<file path="src/rtl/chi_nf_pkg.sv">
// Shared constants and helpers for the two-share, no-fresh-randomness Chi pipeline.
package chi_nf_pkg;

  localparam int unsigned ROW_W      = 5;
  localparam int unsigned NUM_CF     = 20;
  localparam int unsigned CF_PER_BIT = 4;

  localparam int unsigned A = 4;
  localparam int unsigned B = 3;
  localparam int unsigned C = 2;
  localparam int unsigned D = 1;
  localparam int unsigned E = 0;

  // Unshared Chi on one row, used as a reference outside the datapath.
  function automatic logic [ROW_W-1:0] chi_ref(input logic [ROW_W-1:0] x);
    logic [ROW_W-1:0] y;
    y[A] = x[A] ^ (~x[B] & x[C]);
    y[B] = x[B] ^ (~x[C] & x[D]);
    y[C] = x[C] ^ (~x[D] & x[E]);
    y[D] = x[D] ^ (~x[E] & x[A]);
    y[E] = x[E] ^ (~x[A] & x[B]);
    return y;
  endfunction

  // Component function num: output bit i = num/4 uses x=v[i], y=v[i+1], z=v[i+2];
  // each CF touches exactly one share of every variable it reads.
  function automatic logic nf_cf(input int unsigned num,
                                 input logic [ROW_W-1:0] s1,
                                 input logic [ROW_W-1:0] s2);
    int unsigned i;
    logic [2:0]  xi;
    logic [2:0]  yi;
    logic [2:0]  zi;
    logic        r;
    i  = num / CF_PER_BIT;
    xi = 3'(ROW_W - 1 - i);
    yi = 3'(ROW_W - 1 - ((i + 1) % ROW_W));
    zi = 3'(ROW_W - 1 - ((i + 2) % ROW_W));
    case (num % CF_PER_BIT)
      0:       r = s1[xi] ^ (~s1[yi] & s1[zi]);
      1:       r = ~s1[yi] & s2[zi];
      2:       r = s2[xi] ^ (s2[yi] & s1[zi]);
      default: r = s2[yi] & s2[zi];
    endcase
    return r;
  endfunction

endpackage

</file>
<file path="src/rtl/chi_nf_row.sv">
// One Chi row: 20 component functions over the two input shares, registered
// as a glitch barrier that only loads on an accepted input beat.
module chi_nf_row
  import chi_nf_pkg::*;
(
  input  logic              clk,
  input  logic              rst_i,
  input  logic              en_i,
  input  logic [ROW_W-1:0]  s1_i,
  input  logic [ROW_W-1:0]  s2_i,
  output logic [NUM_CF-1:0] cf_o
);

  logic [NUM_CF-1:0] cf_new;
  logic [NUM_CF-1:0] cf_d;
  logic [NUM_CF-1:0] cf_q;

  for (genvar k = 0; k < NUM_CF; k++) begin : g_cf
    assign cf_new[k] = nf_cf(k, s1_i, s2_i);
  end

  always_comb begin
    cf_d = cf_q;
    if (en_i) cf_d = cf_new;
  end

  always_ff @(posedge clk) begin
    if (rst_i) cf_q <= '0;
    else       cf_q <= cf_d;
  end

  assign cf_o = cf_q;

endmodule

</file>
<file path="src/rtl/chi_nofresh_pipe.sv">
// Handshaked two-share Chi pipeline: registered component functions, registered
// share compression, and a beat counter framing one Keccak state.
module chi_nofresh_pipe
  import chi_nf_pkg::*;
#(
  parameter int unsigned ROWS  = 5,
  parameter int unsigned BEATS = 64
) (
  input  logic                    clk,
  input  logic                    rst_i,
  input  logic                    in_valid,
  output logic                    in_ready,
  input  logic [ROW_W*ROWS-1:0]   in1,
  input  logic [ROW_W*ROWS-1:0]   in2,
  output logic                    out_valid,
  input  logic                    out_ready,
  output logic [ROW_W*ROWS-1:0]   out1,
  output logic [ROW_W*ROWS-1:0]   out2,
  output logic                    out_last,
  output logic                    busy
);

  localparam int unsigned W     = ROW_W * ROWS;
  localparam int unsigned CNT_W = (BEATS > 1) ? $clog2(BEATS) : 1;

  logic              in_fire_c;
  logic              s2_load_c;
  logic              out_fire_c;

  logic [NUM_CF-1:0] row_cf [ROWS];
  logic [W-1:0]      cmp1_c;
  logic [W-1:0]      cmp2_c;

  logic              s1_valid_d,  s1_valid_q;
  logic              out_valid_d, out_valid_q;
  logic              out_last_d,  out_last_q;
  logic [W-1:0]      out1_d,      out1_q;
  logic [W-1:0]      out2_d,      out2_q;
  logic [CNT_W-1:0]  cnt_d,       cnt_q;

  assign in_ready   = ~s1_valid_q | ~out_valid_q | out_ready;
  assign in_fire_c  = in_valid & in_ready;
  assign s2_load_c  = s1_valid_q & (~out_valid_q | out_ready);
  assign out_fire_c = out_valid_q & out_ready;

  for (genvar r = 0; r < ROWS; r++) begin : g_row
    chi_nf_row u_row (
      .clk   (clk),
      .rst_i (rst_i),
      .en_i  (in_fire_c),
      .s1_i  (in1[ROW_W*r +: ROW_W]),
      .s2_i  (in2[ROW_W*r +: ROW_W]),
      .cf_o  (row_cf[r])
    );
  end

  // Compression reads only the stage-1 registers; output bit i lands at row bit 4-i.
  always_comb begin
    cmp1_c = '0;
    cmp2_c = '0;
    for (int unsigned r = 0; r < ROWS; r++) begin
      for (int unsigned i = 0; i < ROW_W; i++) begin
        cmp1_c[ROW_W*r + ROW_W-1-i] = row_cf[r][CF_PER_BIT*i]     ^ row_cf[r][CF_PER_BIT*i + 1];
        cmp2_c[ROW_W*r + ROW_W-1-i] = row_cf[r][CF_PER_BIT*i + 2] ^ row_cf[r][CF_PER_BIT*i + 3];
      end
    end
  end

  always_comb begin
    s1_valid_d  = s1_valid_q;
    out_valid_d = out_valid_q;
    out1_d      = out1_q;
    out2_d      = out2_q;
    cnt_d       = cnt_q;

    if (in_fire_c)      s1_valid_d = 1'b1;
    else if (s2_load_c) s1_valid_d = 1'b0;

    if (s2_load_c) begin
      out_valid_d = 1'b1;
      out1_d      = cmp1_c;
      out2_d      = cmp2_c;
    end else if (out_fire_c) begin
      out_valid_d = 1'b0;
    end

    if (out_fire_c) cnt_d = (cnt_q == CNT_W'(BEATS - 1)) ? '0 : cnt_q + CNT_W'(1);

    out_last_d = out_valid_d & (cnt_d == CNT_W'(BEATS - 1));
  end

  always_ff @(posedge clk) begin
    if (rst_i) begin
      s1_valid_q  <= 1'b0;
      out_valid_q <= 1'b0;
      out_last_q  <= 1'b0;
      out1_q      <= '0;
      out2_q      <= '0;
      cnt_q       <= '0;
    end else begin
      s1_valid_q  <= s1_valid_d;
      out_valid_q <= out_valid_d;
      out_last_q  <= out_last_d;
      out1_q      <= out1_d;
      out2_q      <= out2_d;
      cnt_q       <= cnt_d;
    end
  end

  assign out_valid = out_valid_q;
  assign out_last  = out_last_q;
  assign out1      = out1_q;
  assign out2      = out2_q;
  assign busy      = s1_valid_q | out_valid_q;

endmodule

</file>
<file path="config.mk">
export PLATFORM = sky130hd
export DESIGN_NAME = chi_nofresh_pipe
export DESIGN_NICKNAME = d
export VERILOG_FILES = /design/src/rtl/chi_nf_pkg.sv /design/src/rtl/chi_nf_row.sv /design/src/rtl/chi_nofresh_pipe.sv
export SDC_FILE = /design/constraint.sdc
export NUM_CORES = 1
export LEC_CHECK = 0
export CAP_MARGIN = 10
export CORE_MARGIN = 5
export CORE_UTILIZATION = 49
export DETAILED_ROUTE_END_ITERATION = 8
export PLACE_DENSITY = 0.82
export SKIP_CTS_REPAIR_TIMING = 1
export SLEW_MARGIN = 0
export SYNTH_ARGS = -nofsm -noshare
export SYNTH_HDL_FRONTEND = slang
export SYNTH_SLANG_ARGS = --single-unit
</file>
<file path="constraint.sdc">
create_clock -name clk -period 1.3 [get_ports clk]
set_input_delay 0.26 -clock clk [delete_from_list [all_inputs] [get_ports clk]]
set_output_delay 0.26 -clock clk [all_outputs]
set_load 0.005 [all_outputs]
</file>
==> flow_summary.toml, run 1 <==
[run_status]
status = "finished, violations left"
violations = "setup timing"

[synth]
yosys.area_share.adder = 0.00169
synth_cell_type_count = 39
synth_edf_count = 0
synth_flop_cell = "dfxtp_1"
syn_area_per_cell_um2 = 9.45
synth-async-reset-ratio = 0
syn_area_mm2 = 0.00741
synth_top_area_frac = 0.430
synth_area_leader_cell = "dfxtp_1"
synth-simple-area-share = 0.106
seq_area_frac_synth = 0.430
synth-xor-area-share = 0.118
synth_seq_cells = 159
synth_mux_area_frac = 0.00152
syn-num-nets = 839
synthTopCellsByArea = "dfxtp_1 (43%), a21oi_1 (10%), xnor2_1 (8.9%)"
synth_compound_area_frac = 0.277
synthCells = 784
ys_warn_count = 0
synth_top_family_by_area = "compound AO/OA/AOI/OAI gates"

[cts]
clkSinkCount = 159
htreeDepth = 4
clk_latency_ps = 440
clock-root-buffer = "clkbuf_16"
cts_tree = "done"
clk_pin_slew_ps = 70
cts.path.max_buffers = 2
cts_inserted_buffers = 17

[worst_setup_path]
arrival_ps = 1920
critPathMaxStageDelay_ps = 350
cp_data_required_time_ps = 1620
cp_top_family = "compound AO/OA/AOI/OAI gates"
path_class = "reg -> reg"
startpoint_type = "flip-flop"
end_kind = "flip-flop"
crit_chain = "and3b_2 > buf_4 > buf_6 > buf_12 > o21ai_0 > a21oi_1"
cp_max_fo = 28
crit_slowest_cell = "o21ai_0"
crit_buf_inv = 3

[place]
finalWeightedCongestion = 0.837
post_dp_cell_area_mm2 = 0.00920
dp_hpwl_um = 13300
place_ws_ps = -588
port_buffers = 107

[sta]
finalCriticalPeriod_ps = 1600
rsz0062_at_grt = "yes"
relSlewSlack = 0.733
finalSetupTns_ps = -18860
fin_crit_sh = 1.23
tightest_slew_ps = 397
setup_violations = 150
max_freq_mhz = 624
fin_ws_ps = -302
finalClockSkew_ps = 13.8
maxSlewViolCount = 0
hold_viol = 0

[global_routing]
grt.total_usage = 0.227
grt_max_degree = 62
antenna_found_initial = 0
grt_pass1_vias = 6587
overflow = 0
grt_pass1_wl_um = 32900

[drt]
detail-route-antenna-nets = 0
avgViaCountPerCell = 6.28
drt_wl_total_um = 25300
wl_per_cell_um = 21.9
first_iter_violations = 671
vias = 7253
drt_pre_antenna_iters = 6
drc = 0

[floorplanning]
core_region_area_mm2 = 0.0150
io_pins = 108
start_util = 0.493
fp.dieW_um = 133
num_rows = 45
die_y_um = 133
dieArea_mm2 = 0.0177

[final_layout]
drive_gt1_frac = 0.320
postLayoutCoreUtil = 0.721
area_delta_synth_final_pct = 46.2
n_antenna_cell = 0
final_cell_area_mm2 = 0.0108
nNetsFinal = 1011

[power]
powerDensity_mw_per_mm2 = 1190
finalPower_uw = 12900
power.leakage_uw = 0.00448
ir_drop_mv = 1.06

[job]
cap_violations = 0

[hold_path]
worstHoldPathType = "in -> reg"
[worst paths after layout]
kind	depth (start not counted)	endpoint	start	slack, ps
worst min-delay path	2	out1[2]$_SDFFE_PP0P_	rst_i	90
worst max-delay path	6	g_row[2].u_row.cf_o[11]$_SDFFE_PP0P_	out_valid$_SDFF_PP0_	-300
worst max register to register	6	g_row[2].u_row.cf_o[11]$_SDFFE_PP0P_	out_valid$_SDFF_PP0_	-300
worst min register to register	2	g_row[3].u_row.cf_o[9]$_SDFFE_PP0P_	g_row[3].u_row.cf_o[9]$_SDFFE_PP0P_	490
[cell type report]
class                   instances  area (µm²)
multi-input cells             545        4220
inverters                       4        17.5
fillers                       872        4200
well taps                     188         235
clock inverters                10         139
clock buffers                  20         447
repair buffers                229        2570
flip-flops and latches        159        3210
[worst reg2reg max path, cell delays in order, from the launching register on]
cell and delay, ps:
dfxtp_2 330, and3b_2 250, buf_4 150, buf_6 130
buf_12 160, o21ai_0 350, a21oi_1 130
[cells in the mapped netlist (2+ instances only)]
| master | number |
|---|---|
| dfxtp_1 | 159 |
| a21oi_1 | 148 |
| xnor2_1 | 75 |
| a211oi_1 | 66 |
| o21ai_0 | 52 |
| clkbuf_1 | 39 |
| a211oi_2 | 34 |
| nand2_1 | 33 |
| nand4_1 | 26 |
| nor2b_1 | 26 |
| nand4b_1 | 25 |
| xor2_1 | 25 |
| buf_6 | 14 |
| buf_2 | 13 |
| a21oi_2 | 10 |
| nand3_1 | 6 |
| buf_1 | 3 |
| buf_4 | 3 |
| inv_1 | 3 |
| and3b_1 | 2 |
| buf_12 | 2 |
| buf_8 | 2 |
| or3_1 | 2 |
[layer usage]
| layer | vias up | share of wire | global-route usage |
|---|---|---|---|
| li1 | 3212 | - | - |
| met1 | 3478 | 0.38 | 0.281 |
| met2 | 436 | 0.49 | 0.381 |
| met3 | 127 | 0.076 | 0.0601 |
| met4 | 0 | 0.050 | 0.0849 |
| met5 | - | 0 | 0 |
[kinds of logic after synthesis]
logic type	count (synthesis)
xor gates and xnor gates	100
AOI/OAI and AO/OA	315
DFF	159
and+or+nand+nor	128
buffers and inverters	80
adders and majority gates	1
muxes	1
[layout by cell type, fill, tap and decap left out, types with 18 or more instances in the layout]
cell type and instances:
nand2_1 33, clkdlybuf4s50_1 50, dfxtp_1 139, nand4_1 26, dlymetal6s2s_1 53, a21oi_2 42
o21ai_0 29, buf_12 18, dfxtp_2 20, xnor2_1 75, o21ai_1 19, a211oi_2 63
nor2b_1 26, xor2_1 25, nand4b_1 25, a211oi_1 36, clkbuf_16 26, buf_4 82
a21oi_1 105
[per-stage QoR]
step,hold slack [ps],instances
after floorplan,428,784
after global placement,470,1101
after detailed placement,477,1101
after CTS,95.2,1131
after global routing,98.7,1155
final,93.1,1155
[flip-flops by register name, summed over array words and instances (netlist names)]
name,count
g_row.u_row.cf_o,100
out_valid,1
cnt_q,6
out_last,1
s1_valid_q,1
out1,25
out2,25
[report_power, final]
part	internal [µW]	switching [µW]	leakage, µW
Combinational	1160	1160	0.00287
Sequential	5190	253	0.00132
Clock	3050	2030	0.000286
No activity file was read; power rests on OpenSTA's default activity.
==> inputs of run 2 (changes only) <==
- CORE_MARGIN: 5 -> unset
- CTS_CLUSTER_DIAMETER: unset -> 50
==> flow_summary.toml, run 2 (synthesis gave the netlist of run 1 again) <==
[final_layout]
area_delta_synth_final_pct = 48.4
n_antenna_cell = 0
final_cell_mix = "dfxtp_1 (137), a21oi_1 (113), xnor2_1 (75)"
nNetsFinal = 1010
num-fill-cells = 805
largest_reg_flops = 100
mostFrequentLayoutCell = "dfxtp_1"
drive_gt1_frac = 0.337
postLayoutCoreUtil = 0.751
final_cell_area_mm2 = 0.0110

[place]
finalWeightedCongestion = 0.860
port_buffers = 107
dp_hpwl_um = 12400
post_dp_cell_area_mm2 = 0.00914

[sta]
tightest_slew_ps = 505
fin_ws_ps = -333
hold_viol = 0
max_freq_mhz = 612
finalClockSkew_ps = 10.1
relSlewSlack = 0.664
finalCriticalPeriod_ps = 1630
maxSlewViolCount = 0
finalSetupTns_ps = -20810
rsz0062_at_grt = "yes"
setup_violations = 117
fin_crit_sh = 1.26

[power]
powerDensity_mw_per_mm2 = 1200
seq_power_share = 0.414
clkPwrFrac = 0.413
finalPower_uw = 13200
netSwitchingPower_uw = 3440
ir_drop_mv = 1.05
internal-power_uw = 9710
power_switching_share = 0.262
pwr-share-comb = 0.173
power.leakage_uw = 0.00454

[global_routing]
antenna_found_initial = 0
grt_max_degree = 70
overflow = 0
grt_pass1_wl_um = 30700
grt_pass1_vias = 5990
grt.total_usage = 0.245

[worst_setup_path]
cp-startpoint = "out_valid$_SDFF_PP0_"
startpoint_type = "flip-flop"
arrival_ps = 1980
cp_max_fo = 8
cp_data_required_time_ps = 1650
end_kind = "flip-flop"
path_class = "reg -> reg"
regToRegStartpoint = "out_valid$_SDFF_PP0_"

[drt]
vias = 7288
detail-route-antenna-nets = 0
avgViaCountPerCell = 6.33
drc = 12
first_iter_violations = 777
drt_wl_total_um = 25600
drt_pre_antenna_iters = 7
wl_per_cell_um = 22.2

[cts]
clkSinkCount = 159
cts_tree = "done"
clk_pin_slew_ps = 60
cts.path.max_buffers = 2
cts_inserted_buffers = 17
htreeDepth = 4
clock-root-buffer = "clkbuf_16"
clk_latency_ps = 440

[floorplanning]
dieArea_mm2 = 0.0156
core_region_area_mm2 = 0.0146
io_pins = 108
die_y_um = 125
num_rows = 44
start_util = 0.506
fp.dieW_um = 125

[run_status]
violations = "DRC, setup timing"
status = "finished, violations left"

[job]
cap_violations = 0

[hold_path]
hp-start = "rst_i"
worstHoldPathType = "in -> reg"
## run 2: cell type report
cell class                 instances  area, µm²  share of cell area
clock buffer                      19        433              0.0394
clock inverter                    12        193              0.0175
inverter                           4       17.5             0.00159
multi-input combinational        545       4220               0.384
sequential                       159       3210               0.292
tap                              184        230              0.0209
timing repair buffer             228       2700               0.245
## run 2: power groups by stage
stage	logic [µW]	clock network [µW]	registers, µW
5_1_grt	2400	5660	5470
3_3_place_gp	1900	0	5500
4_1_cts	1940	5370	5400
2_1_floorplan	1070	0	5480
3_5_place_dp	1930	0	5510
6_report	2280	5430	5450
## run 2: final timing paths
check / endpoint / slack (ps) / cells past startpoint
worst max register to register: g_row[3].u_row.cf_o[9]$_SDFFE_PP0P_ / -330 / 8
worst min register to register: g_row[0].u_row.cf_o[15]$_SDFFE_PP0P_ / 480 / 2
worst max-delay path: g_row[3].u_row.cf_o[9]$_SDFFE_PP0P_ / -330 / 8
worst min-delay path: cnt_q[2]$_SDFF_PP0_ / 230 / 3
## run 2: through the flow
| step | std cells | hold WS (ps) | worst slack (ps) |
|---|---|---|---|
| after floorplan | 784 | 428 | -16.8 |
| after CTS | 1121 | 227 | -622 |
| final | 1151 | 226 | -333 |
| after detailed placement | 1090 | 478 | -611 |
| after global placement | 1090 | 469 | -604 |
| after global routing | 1151 | 265 | -353 |
## run 2: layer usage
layer  vias to the layer above  track usage  routed length [µm]  share of wire
met3                       109       0.0535                1900          0.074
met4                         0       0.0782                1050          0.041
met5                         -            0                   0              0
met1                      3565        0.327               10200           0.40
li1                       3211            -                   -              -
met2                       403        0.393               12500           0.49
## run 2: worst max-delay path, stage by stage (launching register included)
cell and delay (ps):
dfxtp_2 330, and3b_2 270, inv_4 100, buf_6 100, buf_12 140, buf_6 110, clkbuf_16 130, nand4b_1 150
a21oi_1 210
